## src/rtl/rt_scan_pkg.sv

```systemverilog
// rtl/rt_scan_pkg.sv - shared types, fixed-point format and coordinate conversion for the pixel scanner
// Optional build macro: RT_SCAN_PIXEL_CENTER_EN (adds +0.5 so rays pass through pixel centres)
package rt_scan_pkg;

    localparam int COORD_W = 16;
    localparam int FP_IW   = 16;
    localparam int FP_QW   = 16;
    localparam int FP_WL   = FP_IW + FP_QW;
    localparam int WIDE_W  = COORD_W + FP_QW + 1;

    localparam logic [FP_WL-1:0] FP_MAX = {1'b0, {(FP_WL-1){1'b1}}};

    typedef enum logic [1:0] {IDLE, SCAN, DRAIN, DONE} scan_state_t;

    // Offset (if any) is added before the saturation test so x.5 never wraps.
    function automatic logic [FP_WL-1:0] coord_to_fp(input logic [COORD_W-1:0] coord);
        logic [WIDE_W-1:0] wide;
        wide = {1'b0, coord, {FP_QW{1'b0}}};
`ifdef RT_SCAN_PIXEL_CENTER_EN
        wide = wide + (WIDE_W'(1) << (FP_QW - 1));
`endif
        if (wide > WIDE_W'(FP_MAX))
            return FP_MAX;
        return wide[FP_WL-1:0];
    endfunction

endpackage

```

## src/rtl/rt_credit_counter.sv

```systemverilog
// rtl/rt_credit_counter.sv - rays-in-flight counter with credit limit and sticky underflow error
module rt_credit_counter #(
    parameter int CREDITS = 8
) (
    input  logic clk,
    input  logic reset,
    input  logic inc,
    input  logic dec,
    output logic has_credit,
    output logic empty,
    output logic err
);

    logic [7:0] in_flight;

    assign has_credit = (in_flight < 8'(CREDITS));
    assign empty      = (in_flight == 8'd0);

    always_ff @(posedge clk) begin
        if (reset) begin
            in_flight <= 8'd0;
            err       <= 1'b0;
        end else begin
            if (inc && !dec) begin
                in_flight <= in_flight + 8'd1;
            end else if (dec && !inc) begin
                // An ack with nothing outstanding is a downstream protocol error.
                if (empty)
                    err <= 1'b1;
                else
                    in_flight <= in_flight - 8'd1;
            end
        end
    end

endmodule

```

## src/rtl/rt_pixel_scanner.sv

```systemverilog
// rtl/rt_pixel_scanner.sv - raster-order pixel walker issuing credit-throttled start pulses to the RGU
// Optional build macro: RT_SCAN_PIXEL_CENTER_EN (pixel-centre offset on x/y)
module rt_pixel_scanner
    import rt_scan_pkg::*;
#(
    parameter int CREDITS = 8
) (
    input  logic               clk,
    input  logic               reset,
    input  logic               frame_start,
    input  logic [COORD_W-1:0] img_width,
    input  logic [COORD_W-1:0] img_height,
    input  logic               ray_ack,
    output logic               busy,
    output logic               frame_done,
    output logic               rgu_start,
    output logic [FP_WL-1:0]   x,
    output logic [FP_WL-1:0]   y,
    output logic [COORD_W-1:0] pix_x,
    output logic [COORD_W-1:0] pix_y,
    output logic               ack_err
);

    scan_state_t        state;
    logic [COORD_W-1:0] w;
    logic [COORD_W-1:0] h;
    logic [COORD_W-1:0] cx;
    logic [COORD_W-1:0] cy;
    logic               has_credit;
    logic               empty;
    logic               issue;

    // Registered in_flight gates the issue, so a same-cycle ack cannot unlock it.
    assign issue = (state == SCAN) && has_credit;

    rt_credit_counter #(
        .CREDITS(CREDITS)
    ) u_credits (
        .clk       (clk),
        .reset     (reset),
        .inc       (issue),
        .dec       (ray_ack),
        .has_credit(has_credit),
        .empty     (empty),
        .err       (ack_err)
    );

    always_ff @(posedge clk) begin
        if (reset) begin
            state      <= IDLE;
            busy       <= 1'b0;
            frame_done <= 1'b0;
            rgu_start  <= 1'b0;
            x          <= '0;
            y          <= '0;
            pix_x      <= '0;
            pix_y      <= '0;
            w          <= '0;
            h          <= '0;
            cx         <= '0;
            cy         <= '0;
        end else begin
            rgu_start  <= 1'b0;
            frame_done <= 1'b0;
            case (state)
                IDLE: begin
                    if (frame_start) begin
                        w     <= img_width;
                        h     <= img_height;
                        cx    <= '0;
                        cy    <= '0;
                        busy  <= 1'b1;
                        state <= (img_width == '0 || img_height == '0) ? DONE : SCAN;
                    end
                end
                SCAN: begin
                    if (issue) begin
                        rgu_start <= 1'b1;
                        pix_x     <= cx;
                        pix_y     <= cy;
                        x         <= coord_to_fp(cx);
                        y         <= coord_to_fp(cy);
                        if (cx == w - COORD_W'(1)) begin
                            cx <= '0;
                            cy <= cy + COORD_W'(1);
                            if (cy == h - COORD_W'(1))
                                state <= DRAIN;
                        end else begin
                            cx <= cx + COORD_W'(1);
                        end
                    end
                end
                DRAIN: begin
                    if (empty)
                        state <= DONE;
                end
                DONE: begin
                    frame_done <= 1'b1;
                    busy       <= 1'b0;
                    state      <= IDLE;
                end
                default: state <= IDLE;
            endcase
        end
    end

endmodule

```

## config.mk

```make
export PLATFORM = sky130hd
export DESIGN_NAME = rt_pixel_scanner
export DESIGN_NICKNAME = d
export VERILOG_FILES = /design/src/rtl/rt_scan_pkg.sv /design/src/rtl/rt_credit_counter.sv /design/src/rtl/rt_pixel_scanner.sv
export SDC_FILE = /design/constraint.sdc
export NUM_CORES = 1
export LEC_CHECK = 0
export BUFFER_PORTS_ARGS = -buffer_cell sky130_fd_sc_hd__buf_2
export CAP_MARGIN = 40
export CORE_MARGIN = 3
export CORE_UTILIZATION = 60
export DETAILED_ROUTE_END_ITERATION = 6
export PLACE_DENSITY = 0.82
export SLEW_MARGIN = 30
export SYNTH_ARGS = -nofsm -noshare
export SYNTH_HDL_FRONTEND = slang
export SYNTH_SLANG_ARGS = --single-unit
export TNS_END_PERCENT = 30
```

## constraint.sdc

```tcl
create_clock -name clk -period 8.05 [get_ports clk]
set_input_delay 1.61 -clock clk [delete_from_list [all_inputs] [get_ports clk]]
set_output_delay 1.61 -clock clk [all_outputs]
set_load 0.01 [all_outputs]
```

After elaboration in Yosys (flattened, before gate mapping)

Cells that the tools add are included.

Input bits: 36
Output and inout port bits: 100
Memory bits (writable): 0
Memories: 0
Bits in registers: 174
Latch bits: 0
ROM bits: 0

Equality and inequality tests: 11
$add $sub $neg: 6
Divide/modulo/power cells: 0
Bitwise gates (word level): 2
Shifts and indexed selects: 0
Magnitude comparators: 3
Multiply operators: 0
Mux-type cells: 33
Reductions and logical operators: 22

Operator list:

| operator                                                                 | count |
|---|---|
| 32-bit 2-to-1 mux                                                        | 4 |
| 16-bit 2-to-1 mux                                                        | 5 |
| 32-bit by 31-bit > comparator with 1-bit output (second input constant)  | 2 |
| 16-bit case mux with 2 select lines                                      | 2 |
| 16-bit by 1-bit adder with 16-bit output (second input constant)         | 2 |
| 16-bit equality test                                                     | 2 |
| 16-bit zero test                                                         | 2 |
| 16-bit by 1-bit subtractor with 16-bit output (second input constant)    | 2 |
| 8-bit 2-to-1 mux                                                         | 3 |
| 2-bit 2-to-1 mux                                                         | 6 |
| 1-bit 2-to-1 mux                                                         | 11 |
| 8-bit by 1-bit adder with 8-bit output (second input constant)           | 1 |
| 8-bit zero test                                                          | 1 |
| 8-bit by 4-bit < comparator with 1-bit output (second input constant)    | 1 |
| 2-bit by 1-bit inequality test with 1-bit output (second input constant) | 4 |
| 2-bit case mux with 4 select lines                                       | 1 |
| 2-bit AND reduction                                                      | 4 |
| 8-bit by 1-bit subtractor with 8-bit output (second input constant)      | 1 |
| 3-bit AND reduction                                                      | 2 |
| 2-bit nonzero test                                                       | 3 |
| 5-bit AND reduction                                                      | 1 |
| 2-bit equality test (second input constant)                              | 2 |
| 2-bit inequality test (second input constant)                            | 2 |
| 4-bit AND reduction                                                      | 1 |
| 8 further kinds                                                          | 12 |

Depth between registers and ports, before layout

Depth in word-level cells: 6
Gate-level depth with buffers: 17
Mapped depth without buffers: 15

Cells and area by module

Synthesis repeated with hierarchy kept, for this count alone.

Cells, all modules: 920
Area, all modules: 7,277.0 sq um

Modules (own cells, without submodules):

| module            | cells an instance | area each (sq um) | times used | sequential area each (sq um) |
|---|---|---|---|---|
| rt_pixel_scanner  | 840               | 6,557.5           | 1          | 2,622.5 |
| rt_credit_counter | 80                | 719.4             | 1          | 180.2 |

Worst setup path after synthesis

Ideal clock, no wire load.

Kind: flip-flop to flip-flop
From: reg u_credits.in_flight[3]
To: reg u_credits.in_flight[7]
Period minus slack after synthesis: 3,800 ps
Arrival: 3,672 ps
Setup slack: 4,250 ps
Setup time: 128 ps
Stages on the path, launching flop included: 18
Cell sequence: dfxtp_1 > or4_1 > nor2_1 > nand2_1 > inv_1 > clkbuf_1 > buf_1 > ha_1 > inv_1 > ha_1 > a21o_1 > a21oi_1 > o21bai_1 > a2111o_1 > and3_1 > o21ai_0 > xor2_1 > nor2_1

Cells in the longest elaborated chain, start to end: 6
Elaborated cells between the ends (all ways): 14
Those cells by class: add/sub (2); order compare (1); eq/ne (1); mux (3); reduce/logical (7)

RTL lines:

| what                                            | line                    | text |
|---|---|---|
| from (decl)                                     | rt_credit_counter.sv:14 | `logic [7:0] in_flight;` |
| from (signal assigned)                          | rt_credit_counter.sv:25 | `in_flight <= in_flight + 8'd1;` |
| from (signal assigned)                          | rt_credit_counter.sv:31 | `in_flight <= in_flight - 8'd1;` |
| 8-bit by 4-bit < comparator with 1-bit output * | rt_credit_counter.sv:16 | `assign has_credit = (in_flight < 8'(CREDITS));` |
| 1-bit logical AND *                             | rt_pixel_scanner.sv:34  | `assign issue = (state == SCAN) && has_credit;` |
| net issue                                       | rt_pixel_scanner.sv:31  | `logic issue;` |
| 1-bit zero test                                 | rt_credit_counter.sv:26 | `end else if (dec && !inc) begin` |
| 1-bit logical AND                               | rt_credit_counter.sv:26 |  |
| 2-bit nonzero test (no line)                    | --                      |  |
| 2-bit AND reduction (no line)                   | --                      |  |

The timed path passes the listed nets; every way through them passes the cells marked *. The select of a mux whose other input is x is not followed.
A chain may end at the register's enable or synchronous reset.

Worst setup path after layout

From: reg u_credits.in_flight[3]
To: reg u_credits.in_flight[7]

Cells in the longest elaborated chain, start to end: 6
Elaborated cells between the ends (all ways): 14
Those cells by class: add/sub (2); order compare (1); eq/ne (1); mux (3); reduce/logical (7)

RTL lines:

| what                                          | line |
|---|---|
| 8-bit by 4-bit < comparator with 1-bit output | rt_credit_counter.sv:16 |
| 1-bit logical AND                             | rt_pixel_scanner.sv:34 |
| 1-bit zero test                               | rt_credit_counter.sv:26 |
| 1-bit logical AND                             | rt_credit_counter.sv:26 |
| 2-bit nonzero test (no line)                  | -- |
| 2-bit AND reduction (no line)                 | -- |

Several ways; a longest one is shown, not always the timed one. The select of a mux whose other input is x is not followed.

==> impl_results.md <==
* Syn Area/Cell at 7.84 um^2
* Synth Area in Compound Gates at 13.9%
* Synth Area in Adders at 3.04%
* Ports at 136
* Placed Area at 7650 um^2
* H-tree depth at 4
* Total of max-cap violations at 0
* Layout Skew at 0.0108 ns
* Final wirelength at 17300 um
* HPWL Detailed at 11800 um
* Post-route ant nets at 0
* Leakage power at 0.00338 uW
* Pwr Total at 2650 uW
* Period utilisation layout at 56.9%
* Synthesis-stage register bit count at 140
* Placer Congestion at 0.903
* Root Driver: clkbuf_16
* Synthesized cell area at 7230 um^2
* Pin count of the biggest net entering global routing at 67
* Post-synth top area cell: dfxtp_1
* Initial drt markers at 629
* DRC Markers at 0
* Final Util at 70.9%
* Worst Tran Pin Value at 0.771 ns
* Critical Path Start Type: flip-flop
* Pre-antenna DRT Iters at 5
* Die area at 13400 um^2
* PD cells at 322 nW/um^2
* Largest family of logic cells by synthesized area: simple AND/OR/NAND/NOR gates
* Status: completed
* Final setup fails at 0
* Share of layout cells above drive strength 1 at 18.4%
* Grt ovf at 0
* Gr usage total at 25.8%
* Die width at 116 um
* Post-route minimum period at 4.58 ns
* Critical Path Sink Type: flip-flop
* Diode count at 0
* Asr flop ratio synth at 0%
* EDFF count, synth at 0
* F_max at 0.218 GHz
* Postcts setup bufs at 0
* Sink Count at 140
* CTS buffer count at 17
* Clock-pin slew on the worst setup and hold paths at 0.06 ns
* CP max FO at 66
* Most common cell in the netlist: nand2_1
* Arrival @ worst endpoint at 4.89 ns
* Final Cell Area at 8230 um^2
* Port bufs at 133
* Core Region at 11600 um^2
* Non-filler cells, final at 1134
* CP Class: reg2reg
* Clk buf depth at 2
* YS warnings at 0
* Largest cells by area after synthesis: dfxtp_1, nand2_1, a21oi_1
* Hold Crit Class: reg2reg
* Synth top area share at 38.7%
* RSZ-0062 raised after global routing: false
* Num rows at 39
* Top cells by count, synth: nand2_1, dfxtp_1, a21oi_1
* Simple-gate area share of the yosys netlist at 28.3%
* Area delta synth->final at 13.8%
* Seq/Total Area, Yosys at 38.7%
* Synth Flop Type: dfxtp_1
* First-pass GRT wire length at 28000 um
* Routed vias/inst at 5.89
* Slew margin rel. at 48.5%
* Placed insts at 1103
* Syn Inst Count at 923
* CTS Hold Bufs at 0
* Number of global-route vias before repair at 5829
* Post-synthesis xor/xnor area fraction at 7.14%
* Post_cts resized at 0
* Critical Path RT at 8.36 ns
* Nets at 1032
* Netlist cell types at 63
* Worst-Skew Late Latency at 0.43 ns
* Initial core utilization at 62.3%
* Setup_tns at 0 ns
* Routed len/inst at 15.2 um
* Vias post-DR at 6677
* Pins Over Slew Limit at 0
* Final hold violation count at 0
* Die Height at 116 um
* CTS tree: done
* Initial antenna violation count at 0
* Mux contribution to synthesized area at 0.692%
* Max IR drop VDD at 0.000153 V
[logic make-up after synthesis]
family,count (synthesis)
compound gates,164
xor+xnor,59
simple gates,419
buf+inv,118
mux,5
flops,140
fa+ha+maj,17
other cells,1
[routing by layer]
layer	track usage (%)	routed length, um	up-vias
met5	0	0	-
met4	8.04	255	0
met3	5.64	1160	22
met2	39.4	7640	247
met1	36.6	8210	3095
li1	-	-	3313
[worst paths after layout]
kind | start | end | slack (ns) | cells after the start
worst max-delay path | u_credits.in_flight[3] | u_credits.in_flight[7] | 3.47 | 17
worst min-delay path | pix_x[13] | pix_x[13] | 0.45 | 2
worst max register to register | u_credits.in_flight[3] | u_credits.in_flight[7] | 3.47 | 17
worst min register to register | pix_x[13] | pix_x[13] | 0.45 | 2
[worst max-delay path, stage by stage, from the launching register on]
cell and delay [ns]:
dfxtp_1 0.33, or4_1 0.57, nor2_1 0.17, nand2_2 0.06, buf_4 0.31, inv_2 0.42, buf_12 0.26, ha_1 0.22
inv_1 0.16, ha_1 0.31, a21o_1 0.18, a21oi_1 0.26, o21bai_1 0.12, a2111o_1 0.43, and3_1 0.17, o21ai_0 0.20
xor2_1 0.16, nor2_1 0.05
[sequential cells by signal, summed over array words and instances (netlist names), 2 cells and up]
| register | count |
|---|---|
| x | 16 |
| u_credits.in_flight | 8 |
| cy | 16 |
| w | 16 |
| state | 2 |
| h | 16 |
| cx | 16 |
| pix_y | 15 |
| y | 16 |
| pix_x | 15 |
[layout make-up]
cell class	count	area, um^2
Timing Repair Buffer	139	746
Inverter	15	56.3
Clock buffer	21	470
Tap cell	143	179
Multi-Input combinational cell	666	3860
Sequential cell	140	2800
Clock inverter	10	116
Fill cell	963	3380
[where the power goes]
group | leakage (uW) | switching (uW) | internal, uW
logic | 0.00196 | 607 | 374
clock network | 0.000285 | 298 | 478
registers | 0.00114 | 93.9 | 801
[layout by cell type, fill, tap and decap left out, types with 3 or more instances in the layout]
cell and count:
a211oi_1 8, a21o_1 5, a21oi_1 92, a311oi_1 4, a31oi_1 5, and3_1 11
buf_2 132, buf_4 4, clkbuf_16 17, clkbuf_8 3, clkinv_2 3, clkinv_4 3
dfxtp_1 140, ha_1 16, inv_1 14, mux2i_1 5, nand2_1 153, nand3_1 27
nand4_1 12, nor2_1 64, nor2b_1 6, nor3_1 86, nor4_1 20, o21a_1 5
o21ai_0 5, o21bai_1 3, o31a_1 6, o31ai_1 12, or3_1 3, or4_1 16
xnor2_1 29, xor2_1 30
[metrics by stage]
step | hold slack (ns) | worst slack, ns
after floorplan | 0.444 | 4.25
after global placement | 0.443 | 3.32
after detailed placement | 0.443 | 3.58
after CTS | 0.451 | 3.56
after global routing | 0.472 | 3.20
final | 0.450 | 3.47
(Power assumes the default switching activity.)
